$ cat src/rtl/byte_pack_pkg.sv
// byte_pack_pkg: shared constants and types for the byte-to-word packer.
package byte_pack_pkg;
    localparam int DEF_BYTE_W = 8;
    localparam int DEF_LANES = 4;
    localparam int LANE_W = $clog2(DEF_LANES);
    typedef logic [LANE_W-1:0] lane_t;
    localparam logic [DEF_LANES-1:0] MASK_ALL = '1;
endpackage

$ cat src/rtl/byte_word_packer_if.sv
// byte_word_packer_if: byte input and word output handshakes of the packer.
// in_last exists only when PACK_FLUSH_EN is defined.
interface byte_word_packer_if
    import byte_pack_pkg::*;
#(
    parameter int BYTE_W = DEF_BYTE_W,
    parameter int LANES = DEF_LANES
);
    logic in_valid;
    logic in_ready;
    logic [BYTE_W-1:0] in_byte;
`ifdef PACK_FLUSH_EN
    logic in_last;
`endif
    logic out_valid;
    logic out_ready;
    logic [LANES*BYTE_W-1:0] out_word;
    logic [LANES-1:0] out_mask;

    modport master (
        output in_valid, in_byte, out_ready,
`ifdef PACK_FLUSH_EN
        output in_last,
`endif
        input in_ready, out_valid, out_word, out_mask
    );

    modport slave (
        input in_valid, in_byte, out_ready,
`ifdef PACK_FLUSH_EN
        input in_last,
`endif
        output in_ready, out_valid, out_word, out_mask
    );
endinterface

$ cat src/rtl/lane_onehot_decoder.sv
// lane_onehot_decoder: turns the lane counter and accept strobe into one-hot lane write enables.
module lane_onehot_decoder #(
    parameter int LANES = 4
) (
    input  logic [$clog2(LANES)-1:0] idx,
    input  logic                     en,
    output logic [LANES-1:0]         we
);
    always_comb we = en ? ({{(LANES-1){1'b0}}, 1'b1} << idx) : '0;
endmodule

$ cat src/rtl/byte_word_packer.sv
// byte_word_packer: packs LANES consecutive bytes into one word, lane 0 in the LSB.
// Optional PACK_FLUSH_EN adds in_last to complete a word early with a partial mask.
module byte_word_packer
    import byte_pack_pkg::*;
#(
    parameter int BYTE_W = DEF_BYTE_W,
    parameter int LANES = DEF_LANES
) (
    input logic clk,
    input logic rst_n,
    byte_word_packer_if.slave bus
);
    localparam int LW = $clog2(LANES);
    localparam int WW = LANES * BYTE_W;

    logic [LW-1:0] cnt;
    logic [WW-1:0] asm_word, merged_word, word_q;
    logic [LANES-1:0] asm_mask, we, done_mask, mask_q;
    logic valid_q, accept, completing, stall;

`ifdef PACK_FLUSH_EN
    assign completing = (cnt == LW'(LANES-1)) || bus.in_last;
`else
    assign completing = cnt == LW'(LANES-1);
`endif
    // Only a completing byte needs the output slot, so partial bytes keep flowing under stall.
    assign stall = valid_q && !bus.out_ready;
    assign bus.in_ready = rst_n && !(completing && stall);
    assign accept = bus.in_valid && bus.in_ready;

    lane_onehot_decoder #(.LANES(LANES)) u_dec (
        .idx(cnt),
        .en (accept),
        .we (we)
    );

    always_comb begin
        merged_word = asm_word;
        for (int i = 0; i < LANES; i++)
            if (we[i]) merged_word[i*BYTE_W +: BYTE_W] = bus.in_byte;
    end

    assign done_mask = asm_mask | we;

    always_ff @(posedge clk or negedge rst_n) begin
        if (!rst_n) begin
            cnt <= '0;
            asm_word <= '0;
            asm_mask <= '0;
            word_q <= '0;
            mask_q <= '0;
            valid_q <= 1'b0;
        end else if (accept && completing) begin
            word_q <= merged_word;
            mask_q <= done_mask;
            valid_q <= 1'b1;
            cnt <= '0;
            asm_word <= '0;
            asm_mask <= '0;
        end else begin
            if (accept) begin
                asm_word <= merged_word;
                asm_mask <= done_mask;
                cnt <= cnt + 1'b1;
            end
            if (bus.out_ready) valid_q <= 1'b0;
        end
    end

    assign bus.out_valid = valid_q;
    assign bus.out_word = word_q;
    assign bus.out_mask = mask_q;
endmodule

$ cat src/flat_wrapper.sv
// flat-port wrapper written by rule: the top's interface ports become plain ports
module byte_word_packer_flat import byte_pack_pkg::*;
#(
    parameter int BYTE_W = DEF_BYTE_W,
    parameter int LANES = DEF_LANES
)
  (clk, rst_n, bus_in_valid, bus_in_byte, bus_out_ready, bus_in_ready, bus_out_valid, bus_out_word, bus_out_mask);
  byte_word_packer_if #(.BYTE_W(BYTE_W), .LANES(LANES)) bus_i ();
  input logic clk;
  input logic rst_n;
  input wire logic [$bits(bus_i.in_valid)-1:0] bus_in_valid;
  input wire logic [$bits(bus_i.in_byte)-1:0] bus_in_byte;
  input wire logic [$bits(bus_i.out_ready)-1:0] bus_out_ready;
  output wire logic [$bits(bus_i.in_ready)-1:0] bus_in_ready;
  output wire logic [$bits(bus_i.out_valid)-1:0] bus_out_valid;
  output wire logic [$bits(bus_i.out_word)-1:0] bus_out_word;
  output wire logic [$bits(bus_i.out_mask)-1:0] bus_out_mask;
  assign bus_i.in_valid = bus_in_valid;
  assign bus_i.in_byte = bus_in_byte;
  assign bus_i.out_ready = bus_out_ready;
  assign bus_in_ready = bus_i.in_ready;
  assign bus_out_valid = bus_i.out_valid;
  assign bus_out_word = bus_i.out_word;
  assign bus_out_mask = bus_i.out_mask;
  byte_word_packer #(.BYTE_W(BYTE_W), .LANES(LANES)) u_core (.clk(clk), .rst_n(rst_n), .bus(bus_i));
endmodule
$ cat config.mk
export PLATFORM = sky130hd
export DESIGN_NAME = byte_word_packer_flat
export DESIGN_NICKNAME = d
export VERILOG_FILES = /design/src/rtl/byte_pack_pkg.sv /design/src/rtl/byte_word_packer_if.sv /design/src/rtl/lane_onehot_decoder.sv /design/src/rtl/byte_word_packer.sv /design/src/flat_wrapper.sv
export SDC_FILE = /design/constraint.sdc
export NUM_CORES = 1
export LEC_CHECK = 0
export CAP_MARGIN = 20
export CORE_MARGIN = 8
export CORE_UTILIZATION = 60
export DETAILED_ROUTE_END_ITERATION = 10
export DONT_BUFFER_PORTS = 1
export PLACE_DENSITY = 0.76
export SYNTH_ARGS = -nofsm -noshare
export SYNTH_HDL_FRONTEND = slang
export SYNTH_HIERARCHICAL = 1
export SYNTH_SLANG_ARGS = --single-unit
$ cat constraint.sdc
create_clock -name clk -period 5.1 [get_ports clk]
set_input_delay 0.51 -clock clk [delete_from_list [all_inputs] [get_ports clk]]
set_output_delay 0.51 -clock clk [all_outputs]
set_load 0.01 [all_outputs]
# --- Word level (Yosys, flattened, before mapping) ---
# Cells that the tools add are included.
classes:
  n_addsub: 1
  n_mul: 0
  div_mod_pow: 0
  order_cmp: 0
  eq_ne: 1
  shift: 1
  mux: 13
  bitwise: 1
  reduce_logical: 9
ops:
  columns: ["cell", "count"]
  rows:
  - ["$mux W32", 2]
  - ["$mux W8", 4]
  - ["$mux W4", 3]
  - ["$logic_and A1 B1 Y1", 5]
  - ["$mux W2", 2]
  - ["$or A4 B4 Y4", 1]
  - ["$reduce_bool A2 Y1", 2]
  - ["$shl A1 B2 Y4 const A", 1]
  - ["$add A2 B1 Y2 const B", 1]
  - ["$eq A2 B2 Y1 const B", 1]
  - ["$logic_not A1 Y1", 2]
  - ["$mux W1", 2]
totals:
  regBits: 75
  latchBits: 0
  mem_bits_rw: 0
  mem_bits_ro: 0
  output_inout_bits: 38
  elab_cells: 32
  memories: 0

# --- Depth between registers and ports, before layout ---
# Gate-level depths: netlist of the first run.
depth:
  depth_word: 10
  ltp_mapped: 12
  depth_no_buf: 8

# --- Hierarchy ---
# The synthesis of the first run kept the hierarchy.
modules_own_cells:
  columns: ["module", "n_inst", "cells_per_inst", "area_per_inst_um2"]
  rows:
  - ["byte_word_packer", 1, 289, 3608.5]
  - ["lane_onehot_decoder", 1, 4, 37.5]

# --- Worst setup path before layout of the first run ---
# OpenSTA, ideal clock, no wires.
synth_timing:
  kind: "flip-flop to flip-flop"
  startpoint: "register u_core.cnt[0]"
  endpoint: "register u_core.word_q[27], in the netlist u_core/bus.out_word[27]"
  setup_time_ns: 0.125
  arrival_time_ns: 2.382
  t_required_ns: 4.975
  setup_slack_ns: 2.593
  path_stages_with_launch: 12
  period_less_slack_ns: 2.507
  cell_sequence: "dfrtp_1 ha_1 nand3b_1 nand2_1 buf_2 buf_4 inv_1 and3_2 clkbuf_2 buf_2 mux2_2 mux2_4"
synth_via:
  elab_chain_len: 7
synth_rtl:
  columns: ["element", "line_no", "source"]
  rows:
  - ["start, declared", "byte_word_packer.sv:16", "logic [LW-1:0] cnt;"]
  - ["start signal, assigned", "byte_word_packer.sv:64", "cnt <= cnt + 1'b1;"]
  - ["$eq A2 B2 Y1", "byte_word_packer.sv:24", "assign completing = cnt == LW'(LANES-1);"]
  - ["$logic_and A1 B1 Y1", "byte_word_packer.sv:28", "assign bus.in_ready = rst_n && !(completing && stall);"]
  - ["$logic_not A1 Y1", "byte_word_packer.sv:28", null]
  - ["$logic_and A1 B1 Y1", "byte_word_packer.sv:28", null]
  - ["$logic_and A1 B1 Y1", "byte_word_packer.sv:29", "assign accept = bus.in_valid && bus.in_ready;"]
  - ["named net u_core.accept", "byte_word_packer.sv:19", "logic valid_q, accept, completing, stall;"]
  - ["$mux W4", "lane_onehot_decoder.sv:9", "always_comb we = en ? ({{(LANES-1){1'b0}}, 1'b1} << idx) : '0;"]
  - ["named net u_core.we[3]", "byte_word_packer.sv:18", "logic [LANES-1:0] asm_mask, we, done_mask, mask_q;"]
  - ["$mux W8", "byte_word_packer.sv:40", "if (we[i]) merged_word[i*BYTE_W +: BYTE_W] = bus.in_byte;"]
  - ["end signal, assigned", "byte_word_packer.sv:54", "word_q <= merged_word;"]
  - ["end, declared", "byte_word_packer.sv:17", "logic [WW-1:0] asm_word, merged_word, word_q;"]
# The timed path passes the listed nets, and every way through them passes these cells.
# A chain may end at the register's enable or synchronous reset.

# --- Worst setup path in the final report of the first run ---
layout_timing:
  startpoint: "register u_core.cnt[0]"
  endpoint: "register u_core.asm_word[1]"
layout_via:
  elab_chain_len: 9
layout_rtl:
  columns: ["element", "line_no", "source"]
  rows:
  - ["$eq A2 B2 Y1", "byte_word_packer.sv:24", null]
  - ["$logic_and A1 B1 Y1", "byte_word_packer.sv:28", null]
  - ["$logic_not A1 Y1", "byte_word_packer.sv:28", null]
  - ["$logic_and A1 B1 Y1", "byte_word_packer.sv:28", null]
  - ["$logic_and A1 B1 Y1", "byte_word_packer.sv:29", null]
  - ["named net u_core.accept", "byte_word_packer.sv:19", null]
  - ["$mux W4", "lane_onehot_decoder.sv:9", null]
  - ["named net u_core.we[0]", "byte_word_packer.sv:18", null]
  - ["$mux W8", "byte_word_packer.sv:40", null]
  - ["$mux W32", "byte_word_packer.sv:61", "if (accept) begin"]
  - ["$mux W32", "byte_word_packer.sv:53", "end else if (accept && completing) begin"]
  - ["end signal, assigned", "byte_word_packer.sv:62", "asm_word <= merged_word;"]
  - ["end, declared", "byte_word_packer.sv:17", null]
# The timed path passes the listed nets, and every way through them passes these cells. The select of a mux whose other input is x is not followed.

==> results.cfg, run 1 <==
[run_status]
status = finished clean

[setup_path]
cp_max_fo = 29
critPathBufInv = 2
crit_chain = ha_1, nand3b_1, nand2_1, buf_4, inv_1, nor3b_2, and3_1, a21oi_1, o2bb2ai_1
cpPeakStageDelay_ns = 0.82
critical_path_arrival_ns = 3.15
end_kind = flip-flop
cp_slowest_cell = nor3b_2
crit_type = reg -> reg
crit_required_ns = 5.37
cp-start-kind = flip-flop
critical-path-top-delay-family = simple AND/OR/NAND/NOR gates

[detailed_routing]
routed_wl_mm = 7.77
routedWlPerCell_um = 21.8
postRouteAntennaNets = 0
drt_iter0_drc = 162
via_per_inst = 6.25
drc = 0
vias = 2231
dr.pass1.iters = 4

[timing]
fin_setup_tns_ns = 0
setup_viol = 0
grt_setup_unrepaired = no
relSlewSlack_pct = 32.2
fin_crit_sh_pct = 56.6
min_period_ns = 2.89
finClkSkew_ns = 0.00862
worst_pin_slew_ns = 1.01
finalHoldViolations = 0
max_freq_mhz = 346
drv_slew = 0

[placement]
routabilityCongestion = 0.769
place_inst = 340
portBuffers = 0
place_area_um2 = 3590
dpl.hpwl_mm = 4.90

[logic_synthesis]
netlist_instances = 293
synth_area_um2 = 3650
syn-num-nets = 306
avgSynthCellArea_um2 = 12.4
synth_edf_count = 0
async_flop_share_pct = 100
ys_types = 30
synth_ff_type = dfrtp_1
synth-seq-area-share_pct = 51.5
yosys_warnings = 6
synth_seq_cells = 75

[cts]
cts_setup_buffers = 0
holdBufCountCts = 1
clock_path_buffers = 2
cts_resized = 0
cts_made_buffers = 9
clkSinkCount = 75
cts_tree = yes
root_buffer = clkbuf_8
insertion_delay_ns = 0.35
h-tree-depth = 3
path_clk_slew_ns = 0.07

[die]
dieHeight_um = 94.0
io_pins = 50
dieArea_um2 = 8830
die_x_um = 94.0
rows = 28
fp.coreArea_um2 = 5890
initial_core_util_pct = 61.9

[pwr]
p_int_mw = 1.52
seq_power_share_pct = 47.4
p_clk_share_pct = 24.9
p_per_area_nw_per_um2 = 573
p_leak_nw = 1.77
power_frac_comb_pct = 27.7
p_sw_uw = 694
vdd_drop_max_mv = 0.277
p_sw_share_pct = 31.4
finalPower_mw = 2.21

[final_layout]
layout-area-overhead-vs-synth_pct = 5.80
fin_nets = 290
instances_no_fill = 357
drive_gt1_share_pct = 21.3
postLayoutCellArea_um2 = 3860
final_util_pct = 65.5
fillers = 428
n_antenna_cell = 0

[run]
cap_viol_max_count = 0

[grt]
grt_max_degree = 76
grtUsageTotal_pct = 18.7
gr-total-overflow = 0
antenna_found_initial = 0
grt_pass1_vias = 2293
grt_pass1_wl_mm = 12.6

[min_path]
worstHoldPathType = in -> async
==> sequential cells by signal, summed over array words and instances (netlist names) <==
signal and count:
u_core/bus.out_word 32, u_core/asm_mask 4, u_core/bus.out_valid 1, u_core/bus.out_mask 4
u_core/asm_word 32, u_core/cnt 2
==> final timing paths <==
kind                                startpoint                      to  slack [ns]  cells past startpoint
min in group clk                bus_in_byte[5]     u_core/asm_word[29]        0.30                      1
min                                      rst_n     u_core/asm_word[27]        0.04                      1
min reg2reg                u_core/asm_word[31]     u_core/asm_word[31]        0.49                      1
max                              u_core/cnt[0]      u_core/asm_word[1]        2.21                      9
max in group asynchronous                rst_n  u_core/bus.out_word[7]        4.75                      1
max reg2reg                      u_core/cnt[0]      u_core/asm_word[1]        2.21                      9
==> worst reg2reg max path: stages (launching register included) <==
cell and delay, ns:
dfrtp_1 0.44, ha_1 0.26, nand3b_1 0.14, nand2_1 0.07, buf_4 0.24, inv_1 0.13
nor3b_2 0.83, and3_1 0.44, a21oi_1 0.13, o2bb2ai_1 0.15
==> final cells by class <==
class	count	area (µm²)	share of cell area, %
tap	75	93.8	2.43
inverter	5	18.8	0.487
clock inverter	4	97.6	2.53
sequential	75	1880	48.7
multi-input combinational	183	1580	41.0
clock buffer	12	145	3.76
timing repair buffer	3	42.5	1.10
==> cells by family after synthesis <==
logic type | count (synthesis) | share of synthesized area [%]
AO/OA/AOI/OAI | 90 | 18.0
adder cells (fa/ha/maj) | 1 | 0.343
buffers and inverters | 35 | 5.11
flip-flops | 75 | 51.5
multiplexers | 44 | 16.7
AND/OR/NAND/NOR | 48 | 8.34
==> Yosys cell counts, drive strengths merged, types with 2 or more instances <==
master,count,share of area [%]
dfrtp,75,51
mux2,40,16
o2bb2ai,27,6.5
a21o,26,5.4
nor2b,26,4.5
a21oi,25,3.4
buf,15,3.0
clkbuf,15,1.6
a22o,9,2.2
inv,5,0.51
nor2,5,0.51
and3,4,0.72
mux2i,4,1.1
nand2,4,0.41
a31oi,2,0.34
and2,2,0.34
and3b,2,0.48
nor3b,2,0.55
==> cell usage in the layout, fill, tap and decap left out, types with 2 or more instances in the layout <==
master	n
o2bb2ai_1	27
a21oi_1	25
nor2b_1	26
and2_1	2
clkbuf_1	2
and3b_1	2
bufinv_16	3
inv_1	5
a21o_1	26
nand2_1	4
mux2_4	32
buf_4	2
and3_1	3
a22o_1	9
nor2_1	5
mux2_2	8
mux2i_1	4
clkbuf_8	10
a31oi_1	2
dfrtp_1	75
==> layer usage <==
metal  track usage, %  vias to the layer above  share of wire [%]
met1             23.6                     1145                 43
li1                 -                     1016                  -
met3             5.84                       11                6.2
met4             8.06                        0                1.5
met5                0                        -                  0
met2             28.8                       59                 49
==> power by group through the flow <==
stage	logic [mW]	registers (mW)	clock network (mW)
detailed placement	0.598	1.06	0
CTS	0.617	1.06	0.560
global route	0.676	1.08	0.592
finish	0.613	1.05	0.550
floorplan	0.529	1.00	0
global placement	0.571	1.05	0
==> metrics by stage <==
step,setup WS [ns],hold WS [ns]
final,2.21,0.0436
after detailed placement,2.26,0.217
after global placement,2.33,0.218
after global routing,1.94,0.0667
after CTS,2.24,0.0581
after floorplan,2.59,0.214
No activity file was read; power rests on OpenSTA's default activity.
==> run 2, diff against run 1 <==
ABC_AREA = 1   (was unset)
clock period = 2.9 ns   (was 5.1 ns; I/O delays follow)
==> run 2 against run 1 <==
Net effect: routed wire length shrank 11%; first-iteration DRC count rose by 23%; maximum frequency grew 39%; die area fell by 10%; flip-flop and latch count stayed put; design area down 13%; clock power increased by 24%; global-route usage increased by 0.61 points; critical path depth increased by 1; via count up 4.6%; clock-buffer cell count is the same; critical path type unchanged; critical endpoint is now u_core/asm_word[4]; largest cell class unchanged; highest routed layer unchanged.
==> results.cfg, run 2 <==
[min_path]
worstHoldPathType = in -> reg
hold_depth = 3

[setup_path]
critPathBufInv = 1
crit_required_ns = 3.11
cp_slowest_cell = dfrtp_1
crit_cells = 10
critical_path_arrival_ns = 2.29
r2r_cells = 10
critical-path-top-delay-family = simple AND/OR/NAND/NOR gates
cpPeakStageDelay_ns = 0.43
cp_max_fo = 17
crit_chain = ha_1, nand3_1, nand2_1, nor2_1, nand2_1, nor2_1, buf_4, nand2_1, o21ai_0, o21ai_0
end_kind = flip-flop
cpMostUsedCell = nand2_1
cp-start-kind = flip-flop
crit_type = reg -> reg

[cts]
cts_made_buffers = 9
cts_resized = 0
clock_path_buffers = 2
clkSinkCount = 75
insertion_delay_ns = 0.34
path_clk_slew_ns = 0.07
cts_setup_buffers = 0
holdBufCountCts = 2
h-tree-depth = 3
root_buffer = clkbuf_8
cts_tree = yes

[logic_synthesis]
synth_ff_type = dfrtp_1
synth_area_leaders = dfrtp_1 59%, nand2_1 14%, o21ai_0 11%, buf_6 3.9%, o21ai_1 3.4%
synth_seq_cells = 75
ys_types = 17
synth_top_cell_by_area = dfrtp_1
async_flop_share_pct = 100
synth_area_um2 = 3200
yosysTopAreaCellShare_pct = 58.6
synth-seq-area-share_pct = 58.6
syn-num-nets = 366
netlist_instances = 353
post-synth-top-count-cell = nand2_1
avgSynthCellArea_um2 = 9.07
synth_common_cells = 116 x nand2_1, 75 x dfrtp_1, 69 x o21ai_0, 22 x o21ai_1, 20 x inv_1
yosys_warnings = 6
synth_edf_count = 0

[final_layout]
final_common_cell = nand2_1
layout-area-overhead-vs-synth_pct = 5.39
final_cell_mix = 116 x nand2_1, 75 x dfrtp_1, 69 x o21ai_0, 22 x o21ai_1, 20 x inv_1
instances_no_fill = 425
n_antenna_cell = 0
fin_nets = 364
drive_gt1_share_pct = 8.73
fillers = 444

[die]
fp.coreArea_um2 = 5140
initial_core_util_pct = 62.3
io_pins = 50
dieHeight_um = 89.1
die_x_um = 89.1
rows = 26
dieArea_um2 = 7930

[timing]
finClkSkew_ns = 0.00815
grt_setup_unrepaired = no
max_freq_mhz = 480
fin_setup_tns_ns = 0
finalHoldViolations = 0
relSlewSlack_pct = 62.1
worst_pin_slew_ns = 0.566
setup_viol = 0
min_period_ns = 2.08
fin_crit_sh_pct = 71.8
drv_slew = 0

[detailed_routing]
postRouteAntennaNets = 0
drc = 0
routed_wl_mm = 6.93
routed-wl-met3_um = 645
via_per_inst = 5.49
m1WireLength_mm = 3.04
top_layer_used = met4
routedWlPerCell_um = 16.3
wl_met2_mm = 3.13
drt_iter0_drc = 200
dr.pass1.iters = 4
vias = 2333

[pwr]
p_leak_nw = 1.58
p_per_area_nw_per_um2 = 994
vdd_drop_max_mv = 0.496

[grt]
gr-total-overflow = 0
grt_pass1_vias = 2331
grt_pass1_wl_mm = 11.6
antenna_found_initial = 0
grtUsageTotal_pct = 19.3
grt_max_degree = 76

[placement]
place_inst = 408
dpl.hpwl_mm = 4.55
portBuffers = 0
routabilityCongestion = 0.850

[run]
cap_viol_max_count = 0

[run_status]
status = finished clean
## run 2: path summary, 6_finish.rpt
| kind | from | to | slack, ns |
|---|---|---|---|
| min in group asynchronous | rst_n | u_core/asm_word[11] | 0.50 |
| min reg2reg | u_core/asm_word[24] | u_core/asm_word[24] | 0.48 |
| min | bus_out_ready | u_core/bus.out_valid | 0.15 |
| max | u_core/cnt[1] | u_core/asm_word[4] | 0.82 |
| max in group asynchronous | rst_n | u_core/bus.out_word[16] | 2.10 |
| max reg2reg | u_core/cnt[1] | u_core/asm_word[4] | 0.82 |
## run 2: final cells by class
type | instances | area, µm² | share of cell area, %
multi-input combinational | 235 | 1060 | 31.6
timing repair buffer | 10 | 110 | 3.26
sequential | 75 | 1880 | 55.6
tap | 70 | 87.6 | 2.60
clock inverter | 3 | 15.0 | 0.445
inverter | 20 | 75.1 | 2.22
clock buffer | 12 | 145 | 4.30
## run 2: logic make-up (layout without fill, tap and decap cells)
kind of cell	Yosys count	in the layout	synth area share, %
AO/OA/AOI/OAI	102	102	17.1
adder cells (fa/ha/maj)	1	1	0.391
buffers and inverters	43	45	8.13
flip-flops	75	75	58.6
AND/OR/NAND/NOR	132	132	15.8
## run 2: metal layers
| metal | vias up | global-route usage (%) |
|---|---|---|
| met5 | - | 0 |
| met4 | 0 | 8.01 |
| met3 | 13 | 5.24 |
| met2 | 80 | 28.8 |
| met1 | 1103 | 25.9 |
| li1 | 1137 | - |
## run 2: metrics by stage
stage                     area (µm²)  hold slack [ns]  power, mW  util, %  setup slack (ns)
after floorplan                 3200         -0.00559       2.45        -              1.06
after global placement          3180         -0.00294       2.61     61.8             0.977
after detailed placement        3180         -0.00308       2.68     61.8             0.851
after CTS                       3370            0.140       3.38     65.7             0.831
after global routing            3370            0.160       3.62     65.7             0.561
final                           3370            0.152       3.35     65.7             0.818
## run 2: tightest hold or removal path, stage by stage
cell     delay (ns)
inv_1          0.03
nand2_1        0.07
nand2_1        0.05
## run 2: where the power goes
part           total (mW)  switching (mW)  internal [mW]
logic               0.809           0.508          0.300
registers            1.86           0.381           1.48
clock network       0.684           0.358          0.326
total                3.35            1.25           2.11
==> run 3, diff against run 2 <==
clock period = 2 ns   (was 2.9 ns; I/O delays follow)
==> run 3 against run 2 <==
Net effect: sequential power grew 44%; largest cell class unchanged; first-iteration DRC count down 12%; via count rose by 1.7%; cell count is 1.2% higher; maximum frequency grew 8.0%; global-route usage decreased by 0.15 points; setup slack got worse by 0.75 ns; clock power up 90%; largest power group unchanged; total power increased by 56%.
==> results.cfg, run 3 (synthesis gave the netlist of run 2 again) <==
[grt]
grt_max_degree = 76
grt_pass1_wl_mm = 11.4
grt_pass1_vias = 2373
grtUsageTotal_pct = 19.1
gr-total-overflow = 0
antenna_found_initial = 0

[pwr]
p_sw_mw = 1.83
p_clk_share_pct = 24.9
p_sw_share_pct = 35.1
vdd_drop_max_mv = 0.828
seq_power_share_pct = 51.3
power_frac_comb_pct = 23.8
p_per_area_nw_per_um2 = 1490
p_int_mw = 3.39
p_leak_nw = 1.64

[setup_path]
cpMostUsedCell = nand2_1
cpPeakStageDelay_ns = 0.38
cp_slowest_cell = dfrtp_1
end_kind = flip-flop
critical_path_arrival_ns = 2.14
crit_required_ns = 2.21
crit_type = reg -> reg
critical-path-top-delay-family = simple AND/OR/NAND/NOR gates
cp_max_fo = 17
cp-start-kind = flip-flop
crit_chain = ha_1, nand3_1, nand2_1, nor2_4, nand2_1, nor2_1, buf_6, nand2_1, o21ai_0, o21ai_0
critPathBufInv = 1

[detailed_routing]
drt_iter0_drc = 176
postRouteAntennaNets = 0
vias = 2373
top_layer_used = met4
wl_met2_mm = 3.30
routed-wl-met3_um = 610
m1WireLength_mm = 2.93
dr.pass1.iters = 4
drc = 0
routed_wl_mm = 6.96
via_per_inst = 5.52
routedWlPerCell_um = 16.2

[die]
rows = 26
die_x_um = 89.1
initial_core_util_pct = 62.3
dieArea_um2 = 7930
io_pins = 50
dieHeight_um = 89.1
fp.coreArea_um2 = 5140

[cts]
insertion_delay_ns = 0.34
cts_tree = yes
root_buffer = clkbuf_8
path_clk_slew_ns = 0.07
clock_path_buffers = 2
h-tree-depth = 3
clkSinkCount = 75
cts_made_buffers = 9

[timing]
fin_setup_tns_ns = 0
worst_pin_slew_ns = 0.390
layout_setup_ws_ns = 0.0732
finClkSkew_ns = 0.00669
whs_ns = 0.0546
setup_viol = 0
drv_slew = 0
relSlewSlack_pct = 73.9
min_period_ns = 1.93
max_freq_mhz = 519
fin_crit_sh_pct = 96.3
finalHoldViolations = 0

[final_layout]
n_antenna_cell = 0
final_common_cell = nand2_1
fin_nets = 368
final_cell_mix = 116 x nand2_1, 75 x dfrtp_1, 69 x o21ai_0, 22 x o21ai_1, 20 x inv_1
drive_gt1_share_pct = 11.1
final_util_pct = 68.2
layout-area-overhead-vs-synth_pct = 9.46

[min_path]
worstHoldPathType = in -> reg

[run]
cap_viol_max_count = 0

[placement]
portBuffers = 0
routabilityCongestion = 0.816
dpl.hpwl_mm = 4.41
dp_slack_ns = 0.00416

[run_status]
status = finished clean
-- run 3: changes by cell type in the layout (fill, tap and decap cells not counted) --
| cell | before | now |
|---|---|---|
| nor2_2 | 0 | 1 |
| clkbuf_8 | 10 | 11 |
| nor2_4 | 0 | 1 |
| clkbuf_1 | 2 | 0 |
| nor2_1 | 9 | 7 |
| buf_12 | 1 | 2 |
| buf_6 | 0 | 3 |
| bufinv_16 | 0 | 2 |
-- run 3: power by group through the flow --
stage          Combinational (mW)  Sequential (mW)  Clock (mW)
2_1_floorplan               0.964             2.60           0
3_3_place_gp                 1.14             2.69           0
3_5_place_dp                 1.19             2.72           0
4_1_cts                      1.23             2.70        1.33
5_1_grt                      1.45             2.77        1.41
6_report                     1.24             2.68        1.30
-- run 3: path summary, 6_finish.rpt --
check                                        start                      end  slack [ns]  cells past startpoint
worst min register to register  u_core/asm_word[1]       u_core/asm_word[1]        0.49                      2
max in group asynchronous                    rst_n  u_core/bus.out_word[26]        1.29                      2
worst max-delay path                 u_core/cnt[0]  u_core/bus.out_word[25]        0.07                     10
worst min-delay path                 bus_out_ready     u_core/bus.out_valid        0.05                      3
min in group asynchronous                    rst_n  u_core/bus.out_word[11]        0.40                      2
worst max register to register       u_core/cnt[0]  u_core/bus.out_word[25]        0.07                     10
-- run 3: area by class of cell --
cell class | instances | area, µm²
Sequential cell | 75 | 1880
Fill cell | 439 | 1640
Multi-Input combinational cell | 235 | 1070
Timing Repair Buffer | 14 | 164
Clock buffer | 11 | 151
Tap cell | 70 | 87.6
Clock inverter | 5 | 75.1
Inverter | 20 | 75.1
-- run 3: through the flow --
stage	instances	instance area, µm²	power, mW
2_1_floorplan	353	3200	3.56
3_3_place_gp	411	3210	3.83
3_5_place_dp	411	3210	3.91
4_1_cts	429	3480	5.26
5_1_grt	430	3500	5.63
6_report	430	3500	5.22
-- run 3: routing by layer --
| metal | track usage (%) | up-vias |
|---|---|---|
| li1 | - | 1152 |
| met3 | 6.62 | 11 |
| met4 | 9.06 | 0 |
| met5 | 0 | - |
| met1 | 24.6 | 1137 |
| met2 | 28.2 | 73 |
-- run 3: tightest hold or removal path, stage by stage --
cell and delay, ns:
inv_1 0.03, nand2_1 0.07, nand2_1 0.06
-- run 3: what timing repair did --
item,in CTS,in global routing
hold buffers,2,0
resized for setup,1,5
endpoints found under the hold margin,75,0
pin swaps,0,1
buffers inserted,0,1
endpoints found under the setup margin,4,50
cloned,0,0
